## src/rtl/opb_register_simulink2ppc_snap.sv

```systemverilog
// opb_register_simulink2ppc_snap
// Read-only OPB slave. Software reads a coherent 64-bit snapshot of a fabric value,
// plus a strobe counter and sticky/overrun status.
// Ports:
//   OPB_Clk, OPB_Rst            clock; synchronous active-high reset
//   OPB_ABus/BE/DBus/RNW/select OPB request; OPB_seqAddr is ignored
//   Sl_DBus, Sl_xferAck         registered read data and one-cycle acknowledge
//   Sl_errAck/retry/toutSup     constant 0
//   user_data_in, user_valid    fabric value and capture strobe
// Register map (byte offset): 0x00 DATA_LO, 0x04 DATA_HI, 0x08 STATUS, 0x0C CTRL (write only).
module opb_register_simulink2ppc_snap #(
    parameter logic [31:0] C_BASEADDR   = 32'h01002500,
    parameter logic [31:0] C_HIGHADDR   = 32'h010025FF,
    parameter int unsigned C_OPB_AWIDTH = 32,
    parameter int unsigned C_OPB_DWIDTH = 32,
    parameter              C_FAMILY     = "virtex6"
) (
    input  logic                        OPB_Clk,
    input  logic                        OPB_Rst,
    input  logic [0:C_OPB_AWIDTH-1]     OPB_ABus,
    input  logic [0:C_OPB_DWIDTH/8-1]   OPB_BE,
    input  logic [0:C_OPB_DWIDTH-1]     OPB_DBus,
    input  logic                        OPB_RNW,
    input  logic                        OPB_select,
    input  logic                        OPB_seqAddr,
    output logic [0:C_OPB_DWIDTH-1]     Sl_DBus,
    output logic                        Sl_xferAck,
    output logic                        Sl_errAck,
    output logic                        Sl_retry,
    output logic                        Sl_toutSup,
    input  logic [63:0]                 user_data_in,
    input  logic                        user_valid
);

    localparam int unsigned CNT_W = 16;

    typedef enum logic [1:0] {
        ST_IDLE = 2'd0,
        ST_ACK  = 2'd1,
        ST_HOLD = 2'd2
    } state_t;

    state_t             state_q, state_d;
    logic [63:0]        live_q, live_d;
    logic [31:0]        snap_hi_q, snap_hi_d;
    logic [CNT_W-1:0]   count_q, count_d;
    logic               sticky_q, sticky_d;
    logic               overrun_q, overrun_d;
    logic [31:0]        dbus_q, dbus_d;
    logic               ack_q, ack_d;

    logic               hit_c;
    logic               reg_space_c;
    logic [1:0]         word_idx_c;
    logic               rd_lo_c;
    logic               ctrl_clr_c;
    logic [31:0]        rd_data_c;

    // Address decode; only offsets 0x00-0x0F carry registers, the rest of the window reads 0.
    assign hit_c       = OPB_select && (OPB_ABus >= C_BASEADDR) && (OPB_ABus <= C_HIGHADDR);
    assign reg_space_c = (OPB_ABus[24:27] == 4'd0);
    assign word_idx_c  = OPB_ABus[28:29];
    assign rd_lo_c     = (state_q == ST_IDLE) && hit_c && OPB_RNW && reg_space_c
                         && (word_idx_c == 2'd0);
    assign ctrl_clr_c  = (state_q == ST_IDLE) && hit_c && !OPB_RNW && reg_space_c
                         && (word_idx_c == 2'd3) && OPB_BE[3] && OPB_DBus[31];

    // Read mux over the current-cycle register state.
    always_comb begin
        rd_data_c = 32'd0;
        if (reg_space_c) begin
            case (word_idx_c)
                2'd0:    rd_data_c = live_q[31:0];
                2'd1:    rd_data_c = snap_hi_q;
                2'd2:    rd_data_c = {count_q, 14'd0, overrun_q, sticky_q};
                default: rd_data_c = 32'd0;
            endcase
        end
    end

    // Next-state: FSM, bus outputs and register side effects.
    always_comb begin
        state_d   = state_q;
        live_d    = live_q;
        snap_hi_d = snap_hi_q;
        count_d   = count_q;
        sticky_d  = sticky_q;
        overrun_d = overrun_q;
        dbus_d    = 32'd0;
        ack_d     = 1'b0;

        case (state_q)
            ST_IDLE: begin
                if (hit_c) begin
                    state_d = ST_ACK;
                    ack_d   = 1'b1;
                    dbus_d  = OPB_RNW ? rd_data_c : 32'd0;
                end
            end
            ST_ACK:  state_d = ST_HOLD;
            ST_HOLD: if (!OPB_select) state_d = ST_IDLE;
            default: state_d = ST_IDLE;
        endcase

        // Read side effect first so a same-cycle strobe leaves sticky set.
        if (rd_lo_c) begin
            snap_hi_d = live_q[63:32];
            sticky_d  = 1'b0;
        end
        // Overrun looks at the pre-read sticky value.
        if (user_valid) begin
            live_d    = user_data_in;
            count_d   = count_q + CNT_W'(1);
            overrun_d = overrun_q | sticky_q;
            sticky_d  = 1'b1;
        end
        // Software clear wins over a same-cycle strobe (live still updates).
        if (ctrl_clr_c) begin
            count_d   = '0;
            sticky_d  = 1'b0;
            overrun_d = 1'b0;
        end
    end

    // State register.
    always_ff @(posedge OPB_Clk) begin
        if (OPB_Rst) begin
            state_q   <= ST_IDLE;
            live_q    <= '0;
            snap_hi_q <= '0;
            count_q   <= '0;
            sticky_q  <= 1'b0;
            overrun_q <= 1'b0;
            dbus_q    <= '0;
            ack_q     <= 1'b0;
        end else begin
            state_q   <= state_d;
            live_q    <= live_d;
            snap_hi_q <= snap_hi_d;
            count_q   <= count_d;
            sticky_q  <= sticky_d;
            overrun_q <= overrun_d;
            dbus_q    <= dbus_d;
            ack_q     <= ack_d;
        end
    end

    // Register bit k lands on Sl_DBus[31-k].
    assign Sl_DBus    = dbus_q;
    assign Sl_xferAck = ack_q;
    assign Sl_errAck  = 1'b0;
    assign Sl_retry   = 1'b0;
    assign Sl_toutSup = 1'b0;

    logic unused_ok;
    assign unused_ok = &{1'b0, OPB_seqAddr, OPB_ABus[30:31], OPB_DBus[0:30], OPB_BE[0:2],
                         (C_FAMILY != '0)};

endmodule
```

## config.mk

```make
export PLATFORM = sky130hd
export DESIGN_NAME = opb_register_simulink2ppc_snap
export DESIGN_NICKNAME = d
export VERILOG_FILES = /design/src/rtl/opb_register_simulink2ppc_snap.sv
export SDC_FILE = /design/constraint.sdc
export NUM_CORES = 1
export LEC_CHECK = 0
export ABC_AREA = 0
export CORE_ASPECT_RATIO = 2
export CORE_MARGIN = 5
export CORE_UTILIZATION = 51
export DETAILED_ROUTE_END_ITERATION = 6
export PLACE_DENSITY = 0.86
export SLEW_MARGIN = 20
export SYNTH_ARGS = -nofsm -noshare
export SYNTH_HDL_FRONTEND = slang
export SYNTH_SLANG_ARGS = --single-unit
```

## constraint.sdc

```tcl
create_clock -name OPB_Clk -period 4.4 [get_ports OPB_Clk]
set_input_delay 1.1 -clock OPB_Clk [delete_from_list [all_inputs] [get_ports OPB_Clk]]
set_output_delay 1.1 -clock OPB_Clk [all_outputs]
set_load 0.1 [all_outputs]
```

==> flow_summary.toml, run 1 <==
[run_status]
status = "completed"

[power]
ir_worst_vdd_uv = 299
p_per_area_nw_per_um2 = 396
power.leakage_nw = 3.04

[sta]
finalCritPeriodShare_pct = 75.7
finalHoldViolations = 0
fin_crit_ps = 3330
finalSetupTns_ps = 0
clock_skew_ps = 11.0
setup_viol = 0
fmax_ghz = 0.300
worstMarginPinSlew_ps = 1140
rsz0062_at_grt = "no"
drv_slew = 0
slew_headroom_pct = 24.2

[grt]
grt_usage_pct = 23.1
antenna_found_initial = 1
grt_max_degree = 83
grt_pass1_wl_mm = 25.2
grt_pass1_vias = 5227
grt-ovfl-total = 0

[setup_path]
r2r_cells = 6
critical_path_class = "primary input to flip-flop"
end_kind = "flip-flop"
crit_slowest_cell = "or3_1"
cp.required_ps = 4660
worstPathArrival_ps = 3590
worstReg2RegStart = "state_q[1]"
max_stage_delay_ps = 780
worstPathCellList = "clkdlybuf4s50_1 -> nor4_1 -> nand2_1 -> or3_1 -> o21ai_0 -> a21oi_1"
path_max_fanout = 33
startpoint = "OPB_ABus[27]"
startpoint_type = "primary input"

[clock_tree]
cts.clk_slew.worst_paths_ps = 60
cts-root-buf = "clkbuf_16"
cts_resized = 0
cts-hold-fix-buffers = 0
post_cts_buffers = 0
htree_levels = 4
clk_latency_ps = 420
tritoncts = "done"
clock_path_buffers = 2
cts_made_buffers = 17
cts_sinks = 149

[cells_and_area]
drive_gt1_share_pct = 7.91
syn_to_final_growth_pct = 34.1
nets = 872
mostFrequentLayoutCell = "dfxtp_1"
n_fill_cell = 847
layout_common_cells = "dfxtp_1 (149), clkdlybuf4s50_1 (132), nor2_1 (126), mux2i_1 (98), a21oi_1 (51)"
final_cell_area_um2 = 7830

[synth]
yosysSeqAreaShare_pct = 51.1
ys_seq_elements = 149
syn_avg_cell_area_um2 = 9.47
synth_compound_area_share_pct = 8.17
synth.top_cell.area_share_pct = 51.1
synth_fa_ha_area_share_pct = 0.214
syn-cell-area_um2 = 5840
yosys.area.top_type = "dfxtp_1"
yosysWarnings = 0
synth_top_family_by_area = "simple AND/OR/NAND/NOR gates"
synth-simple-area-share_pct = 17.6
yosys-top-cells-area = "dfxtp_1 (51%), mux2i_1 (17%), nor2_1 (8.1%), a21oi_1 (4.4%), nand3_1 (3.3%)"
synth_xor_area_share_pct = 2.25
synthMuxAreaShare_pct = 16.8
yosysUniqueCellTypes = 38
syn_inst = 616

[floorplan]
start_util_pct = 51.7
die_area_um2 = 13800
std_cell_rows = 55
die_h_um = 161
die_x_um = 85.6
core-area_um2 = 11300
ios = 174

[flow_run]
maxCapViolations = 0

[place]
place_area_um2 = 7220
place.port_buffers = 135
dp_hpwl_mm = 10.8
gp_congestion = 0.877

[worst_hold_path]
hp-class = "flip-flop to flip-flop"
holdPathStages = 2
min-delay-start = "live_q[60]"

[drt]
dr.pass1.iters = 6
num_vias = 4937
antenna_left = 0
routed_wl_mm = 15.8
drc = 0
drt_iter0_markers = 374
wire_per_inst_um = 17.7
vias_per_cell = 5.55
[layer usage]
layer	up-vias	GRT usage, %	wire length, um
met5	-	0	0
met4	0	13.3	708
met3	47	5.21	837
met2	204	43.1	8840
met1	2339	22.7	5390
li1	2347	-	-
[worst paths after layout]
kind	to	slack, ps
setup / recovery	snap_hi_q[13]	1070
hold / removal	snap_hi_q[28]	460
setup reg to reg	Sl_DBus[14]	2110
hold reg to reg	snap_hi_q[28]	460
[cells in the mapped netlist, drive strengths merged]
| master | n |
|---|---|
| nor2 | 136 |
| nor3 | 2 |
| inv | 1 |
| xnor2 | 3 |
| ha | 1 |
| conb | 1 |
| nor3b | 2 |
| and4 | 1 |
| or3 | 2 |
| o2111ai | 1 |
| o2111a | 1 |
| or4 | 1 |
| a211oi | 1 |
| buf | 18 |
| xor2 | 12 |
| a221o | 1 |
| a21oi | 51 |
| nor2b | 3 |
| nand4bb | 1 |
| dfxtp | 149 |
| mux2i | 98 |
| and3 | 4 |
| clkbuf | 31 |
| and4b | 1 |
| nand2 | 7 |
| nor4 | 5 |
| nand3 | 38 |
| o21ai | 34 |
| nor4b | 2 |
| o21bai | 1 |
| nand4 | 6 |
| nand2b | 1 |
[cell type report]
type                            count  area [um2]  area share, %
Inverter                            1        3.75         0.0480
Tap cell                          142         178           2.27
Clock buffer                       19         453           5.79
Sequential cell                   149        2980           38.1
Timing Repair Buffer              145        1420           18.1
Multi-Input combinational cell    419        2640           33.8
Antenna cell                        1        2.50         0.0320
Clock inverter                     13         148           1.89
[state kept, by name (all words and copies together), names as in the netlist]
| register | flops |
|---|---|
| live_q | 64 |
| Sl_DBus | 32 |
| snap_hi_q | 32 |
| count_q | 16 |
| state_q | 2 |
| Sl_xferAck | 1 |
| overrun_q | 1 |
| sticky_q | 1 |
[kinds of logic after synthesis]
kind of cell,after synthesis
adders and majority gates,1
other,1
AOI/OAI and AO/OA,90
xor gates and xnor gates,15
buffers and inverters,50
and+or+nand+nor,212
DFF,149
muxes,98
[power breakdown]
part	internal [W]	switching, W
Clock	0.000870	0.000570
Combinational	0.000136	0.000112
Sequential	0.00139	0.0000222
Total	0.00239	0.000704
[worst max-delay path, delay by kind of cell]
family / cells / cell delay, ps
compound gates: 2 / 480
buf+inv: 1 / 430
simple gates: 3 / 1570
[stage by stage]
| stage | util (%) | power (W) | std cells | setup slack [ps] | hold slack (ps) |
|---|---|---|---|---|---|
| after floorplan | - | 0.00156 | 618 | 1630 | 437 |
| after global placement | 64.0 | 0.00168 | 856 | 706 | 453 |
| after detailed placement | 64.0 | 0.00169 | 856 | 644 | 459 |
| after CTS | 69.3 | 0.00311 | 888 | 1030 | 465 |
| after global routing | 69.3 | 0.00319 | 889 | 888 | 489 |
| final | 69.3 | 0.00310 | 889 | 1070 | 465 |
(Power assumes the default switching activity.)
==> run 2: changes to the inputs <==
--- a/config.mk
+++ b/config.mk
@@ -8,9 +8,9 @@
 export ABC_AREA = 0
 export CORE_ASPECT_RATIO = 2
 export CORE_MARGIN = 5
-export CORE_UTILIZATION = 51
+export CORE_UTILIZATION = 47
 export DETAILED_ROUTE_END_ITERATION = 6
-export PLACE_DENSITY = 0.86
+export PLACE_DENSITY = 0.8
 export SLEW_MARGIN = 20
 export SYNTH_ARGS = -nofsm -noshare
 export SYNTH_HDL_FRONTEND = slang
==> constraint.sdc (replaced) <==
create_clock -name OPB_Clk -period 3.2 [get_ports OPB_Clk]
set_input_delay 0.8 -clock OPB_Clk [delete_from_list [all_inputs] [get_ports OPB_Clk]]
set_output_delay 0.8 -clock OPB_Clk [all_outputs]
set_load 0.1 [all_outputs]
==> flow_summary.toml, run 2 (synthesized netlist as in run 1, its figures left out) <==
[clock_tree]
post_cts_buffers = 0
clock_path_buffers = 2
cts_resized = 0
cts-hold-fix-buffers = 0
cts.clk_slew.worst_paths_ps = 60
cts_sinks = 149
cts-root-buf = "clkbuf_16"
clk_latency_ps = 410
tritoncts = "done"
htree_levels = 4
cts_made_buffers = 17

[power]
power.leakage_nw = 3.12
ir_worst_vdd_uv = 400
p_per_area_nw_per_um2 = 529

[sta]
worstMarginPinSlew_ps = 798
finalSetupTns_ps = 0
finalHoldViolations = 0
finalCritPeriodShare_pct = 81.7
clock_skew_ps = 7.44
rsz0062_at_grt = "no"
fmax_ghz = 0.382
setup_viol = 0
finalWorstSetupSlack_ps = 584
fin_crit_ps = 2620
drv_slew = 0
whs_ps = 469
slew_headroom_pct = 46.6

[setup_path]
critical-path-top-delay-family = "simple AND/OR/NAND/NOR gates"
worstPathArrival_ps = 2870
crit_buf_inv = 3
critical_path_class = "primary input to flip-flop"
cp_common_cell = "buf_4"
crit_slowest_cell = "nor4_1"
max_stage_delay_ps = 440
worstPathCellList = "clkdlybuf4s50_1 -> nor4_1 -> buf_4 -> nand2_1 -> or3_1 -> buf_4 -> o21ai_0 -> a21oi_1"
startpoint_type = "primary input"
cp.required_ps = 3460
path_max_fanout = 23
end_kind = "flip-flop"

[drt]
drt_iter0_markers = 372
dr.pass1.iters = 5
routed_wl_mm = 15.8
num_vias = 4873
antenna_left = 0
drc = 0
vias_per_cell = 5.41
wire_per_inst_um = 17.5

[floorplan]
core-area_um2 = 12200
start_util_pct = 47.9
die_x_um = 88.8
die_area_um2 = 14900
die_h_um = 168
ios = 174
std_cell_rows = 57

[grt]
grt_pass1_wl_mm = 24.8
grt_usage_pct = 21.6
grt-ovfl-total = 0
antenna_found_initial = 1
grt_max_degree = 63
grt_pass1_vias = 5136

[worst_hold_path]
hp-class = "flip-flop to flip-flop"

[cells_and_area]
nets = 879
drive_gt1_share_pct = 12.9
layout_common_cells = "dfxtp_1 (149), nor2_1 (126), clkdlybuf4s50_1 (99), mux2i_1 (98), a21oi_1 (51)"
largest_register_ffs = 64
syn_to_final_growth_pct = 33.3
regMostFlops = "live_q"
mostFrequentLayoutCell = "dfxtp_1"

[place]
place.port_buffers = 135
gp_congestion = 0.828
dp_hpwl_mm = 11.4
dp_slack_ps = 140

[run_status]
status = "completed"

[flow_run]
maxCapViolations = 0
[run 2: cell type report]
cell class / instances / area, um2
fill: 1010 / 4420
timing repair buffer: 152 / 1410
clock inverter: 11 / 100
inverter: 1 / 3.75
clock buffer: 21 / 450
multi-input combinational: 419 / 2650
sequential: 149 / 2980
tap: 147 / 184
antenna: 1 / 2.50
[run 2: worst register-to-register path: cells and delay by family (launching register included)]
family                 cells  cell delay [ps]
AO/OA/AOI/OAI              1              160
AND/OR/NAND/NOR            4             1150
flip-flops                 1              330
buffers and inverters      1              200
[run 2: report_power, final]
| group | switching [W] | internal (W) |
|---|---|---|
| Sequential | 0.0000306 | 0.00191 |
| Combinational | 0.000154 | 0.000188 |
| Clock | 0.000747 | 0.00109 |
[run 2: per-layer routing]
metal | up-vias | share of wire [%] | track usage, %
met4 | 0 | 4.1 | 12.0
met1 | 2317 | 35 | 21.8
li1 | 2353 | - | -
met2 | 162 | 56 | 39.3
met3 | 41 | 4.6 | 4.57
met5 | - | 0 | 0
[run 2: metrics by stage]
stage / power, W / util [%] / instance area, um2 / cells
finish: 0.00412 / 63.8 / 7780 / 901
global route: 0.00427 / 63.8 / 7780 / 901
CTS: 0.00414 / 63.8 / 7780 / 900
detailed placement: 0.00232 / 59.3 / 7230 / 868
global placement: 0.00231 / 59.2 / 7220 / 868
floorplan: 0.00215 / - / 5840 / 618
[run 2: worst paths after layout]
path	startpoint	to	slack (ps)	cells past startpoint
worst max-delay path	OPB_ABus[27]	snap_hi_q[27]	580	8
worst min-delay path	live_q[50]	snap_hi_q[18]	470	2
worst max register to register	state_q[1]	Sl_DBus[22]	1300	6
worst min register to register	live_q[50]	snap_hi_q[18]	470	2
==> run 3: changes to the inputs <==
--- a/config.mk
+++ b/config.mk
@@ -8,9 +8,9 @@
 export ABC_AREA = 0
 export CORE_ASPECT_RATIO = 2
 export CORE_MARGIN = 5
-export CORE_UTILIZATION = 47
+export CORE_UTILIZATION = 42
 export DETAILED_ROUTE_END_ITERATION = 6
-export PLACE_DENSITY = 0.8
+export PLACE_DENSITY = 0.75
 export SLEW_MARGIN = 20
 export SYNTH_ARGS = -nofsm -noshare
 export SYNTH_HDL_FRONTEND = slang
==> constraint.sdc (replaced) <==
create_clock -name OPB_Clk -period 2.3 [get_ports OPB_Clk]
set_input_delay 0.575 -clock OPB_Clk [delete_from_list [all_inputs] [get_ports OPB_Clk]]
set_output_delay 0.575 -clock OPB_Clk [all_outputs]
set_load 0.1 [all_outputs]
==> flow_summary.toml, run 3 (synthesized netlist as in run 1, its figures left out) <==
[run_status]
status = "completed"

[grt]
grt_pass1_wl_mm = 24.8
grt_usage_pct = 19.5
grt_pass1_vias = 5036
antenna_found_initial = 1
grt-ovfl-total = 0
grt_max_degree = 58

[clock_tree]
cts-root-buf = "clkbuf_16"
cts.clk_slew.worst_paths_ps = 60
cts_sinks = 149
cts-hold-fix-buffers = 0
clock_path_buffers = 2
cts_made_buffers = 17
htree_levels = 4
clk_latency_ps = 410
tritoncts = "done"

[worst_hold_path]
min-delay-start = "live_q[46]"
hp-class = "flip-flop to flip-flop"

[place]
gp_congestion = 0.813
dp_hpwl_mm = 11.5
place.port_buffers = 135
dpl.cell_count = 919
place_area_um2 = 7360

[drt]
num_vias = 4818
dr_wl_met3_um = 646
wire_per_inst_um = 16.5
vias_per_cell = 5.06
drc = 0
antenna_left = 0
routed.top_layer = "met4"
routed_wl_mm = 15.7
drt-met1-wl_mm = 5.67
drt_iter0_markers = 271
route.met2.wl_mm = 8.86
dr.pass1.iters = 4

[power]
ir_worst_vdd_uv = 741
p_per_area_nw_per_um2 = 751
power.leakage_nw = 3.26

[sta]
fin_crit_ps = 2260
worstMarginPinSlew_ps = 625
setup_viol = 0
finalSetupTns_ps = 0
fmax_ghz = 0.442
rsz0062_at_grt = "no"
clock_skew_ps = 8.26
finalHoldViolations = 0
drv_slew = 0
finalCritPeriodShare_pct = 98.4
slew_headroom_pct = 58.3

[floorplan]
die_x_um = 93.4
core-area_um2 = 13800
ios = 174
die_h_um = 177
die_area_um2 = 16500
std_cell_rows = 61
start_util_pct = 42.2

[cells_and_area]
drive_gt1_share_pct = 14.8
regMostFlops = "live_q"
seqCellArea_um2 = 2980
mostFrequentLayoutCell = "dfxtp_1"
final_cell_area_um2 = 8050
largest_register_ffs = 64
layout_common_cells = "dfxtp_1 (149), nor2_1 (126), mux2i_1 (98), clkdlybuf4s50_1 (97), buf_4 (57)"
finish.utilization_pct = 58.3
fin_cells = 953
multi_input_comb_area_um2 = 2690
n_fill_cell = 1213
nets = 889
syn_to_final_growth_pct = 38.0

[flow_run]
maxCapViolations = 0

[setup_path]
end_kind = "flip-flop"
startpoint_type = "primary input"
crit_buf_inv = 3
path_max_fanout = 22
critical-path-top-delay-family = "simple AND/OR/NAND/NOR gates"
worstPathCellList = "clkdlybuf4s50_1 -> nor4_4 -> buf_4 -> nand2_1 -> or3_1 -> buf_12 -> o21ai_0 -> a21oi_1"
worstReg2RegStart = "state_q[1]"
crit_slowest_cell = "clkdlybuf4s50_1"
worstPathArrival_ps = 2520
critical_path_class = "primary input to flip-flop"
startpoint = "OPB_ABus[26]"
max_stage_delay_ps = 460
cp.required_ps = 2560
run 3: cell types whose count changed in the layout (fill, tap and decap cells not counted), moves of 2 or more:
cell / previous run / this run
buf_6: 0 / 2
dlymetal6s2s_1: 0 / 2
bufinv_16: 1 / 3
clkbuf_1: 3 / 0
clkinvlp_4: 5 / 1
clkinv_4: 0 / 4
clkdlybuf4s50_1: 99 / 97
nor4_4: 0 / 2
buf_4: 50 / 57
nor4_1: 4 / 2
run 3: metal layers:
| metal | up-vias | track usage (%) |
|---|---|---|
| met5 | - | 0 |
| met4 | 0 | 10.2 |
| met3 | 31 | 4.00 |
| met2 | 128 | 36.7 |
| met1 | 2290 | 19.4 |
| li1 | 2369 | - |
run 3: tightest hold or removal path, stage by stage, from the launching register on:
cell and delay (ps):
dfxtp_1 310, nand3_1 60, a21oi_1 60
run 3: area by class of cell:
type                            instances  share of cell area (%)
Inverter                                1                  0.0466
Sequential cell                       149                    37.1
Clock buffer                           19                    5.63
Tap cell                              189                    2.94
Multi-Input combinational cell        419                    33.4
Clock inverter                         13                    2.13
Timing Repair Buffer                  162                    18.8
Antenna cell                            1                  0.0311
run 3: per-stage QoR:
step	setup slack [ps]	power [W]	hold slack [ps]
after CTS	8.52	0.00609	473
after detailed placement	-603	0.00323	460
final	37.4	0.00605	471
after global routing	3.35	0.00627	487
after global placement	-522	0.00322	454
after floorplan	58.2	0.00299	437
run 3: timing repair:
item,in CTS,in global routing
gates cloned,0,0
pin swaps,3,2
setup buffers,1,0
endpoints found under the hold margin,0,0
endpoints found under the setup margin,65,50
resized for setup,3,9
run 3: final timing paths:
path / end / slack, ps / cells after the start
hold / removal: snap_hi_q[14] / 470 / 2
setup / recovery: snap_hi_q[18] / 40 / 8
setup reg to reg: Sl_DBus[5] / 380 / 7
hold reg to reg: snap_hi_q[14] / 470 / 2
run 3: power breakdown:
group	internal, W	leakage (nW)	switching, W
clock network	0.00178	0.306	0.00108
logic	0.000267	1.74	0.000220
registers	0.00265	1.21	0.0000436
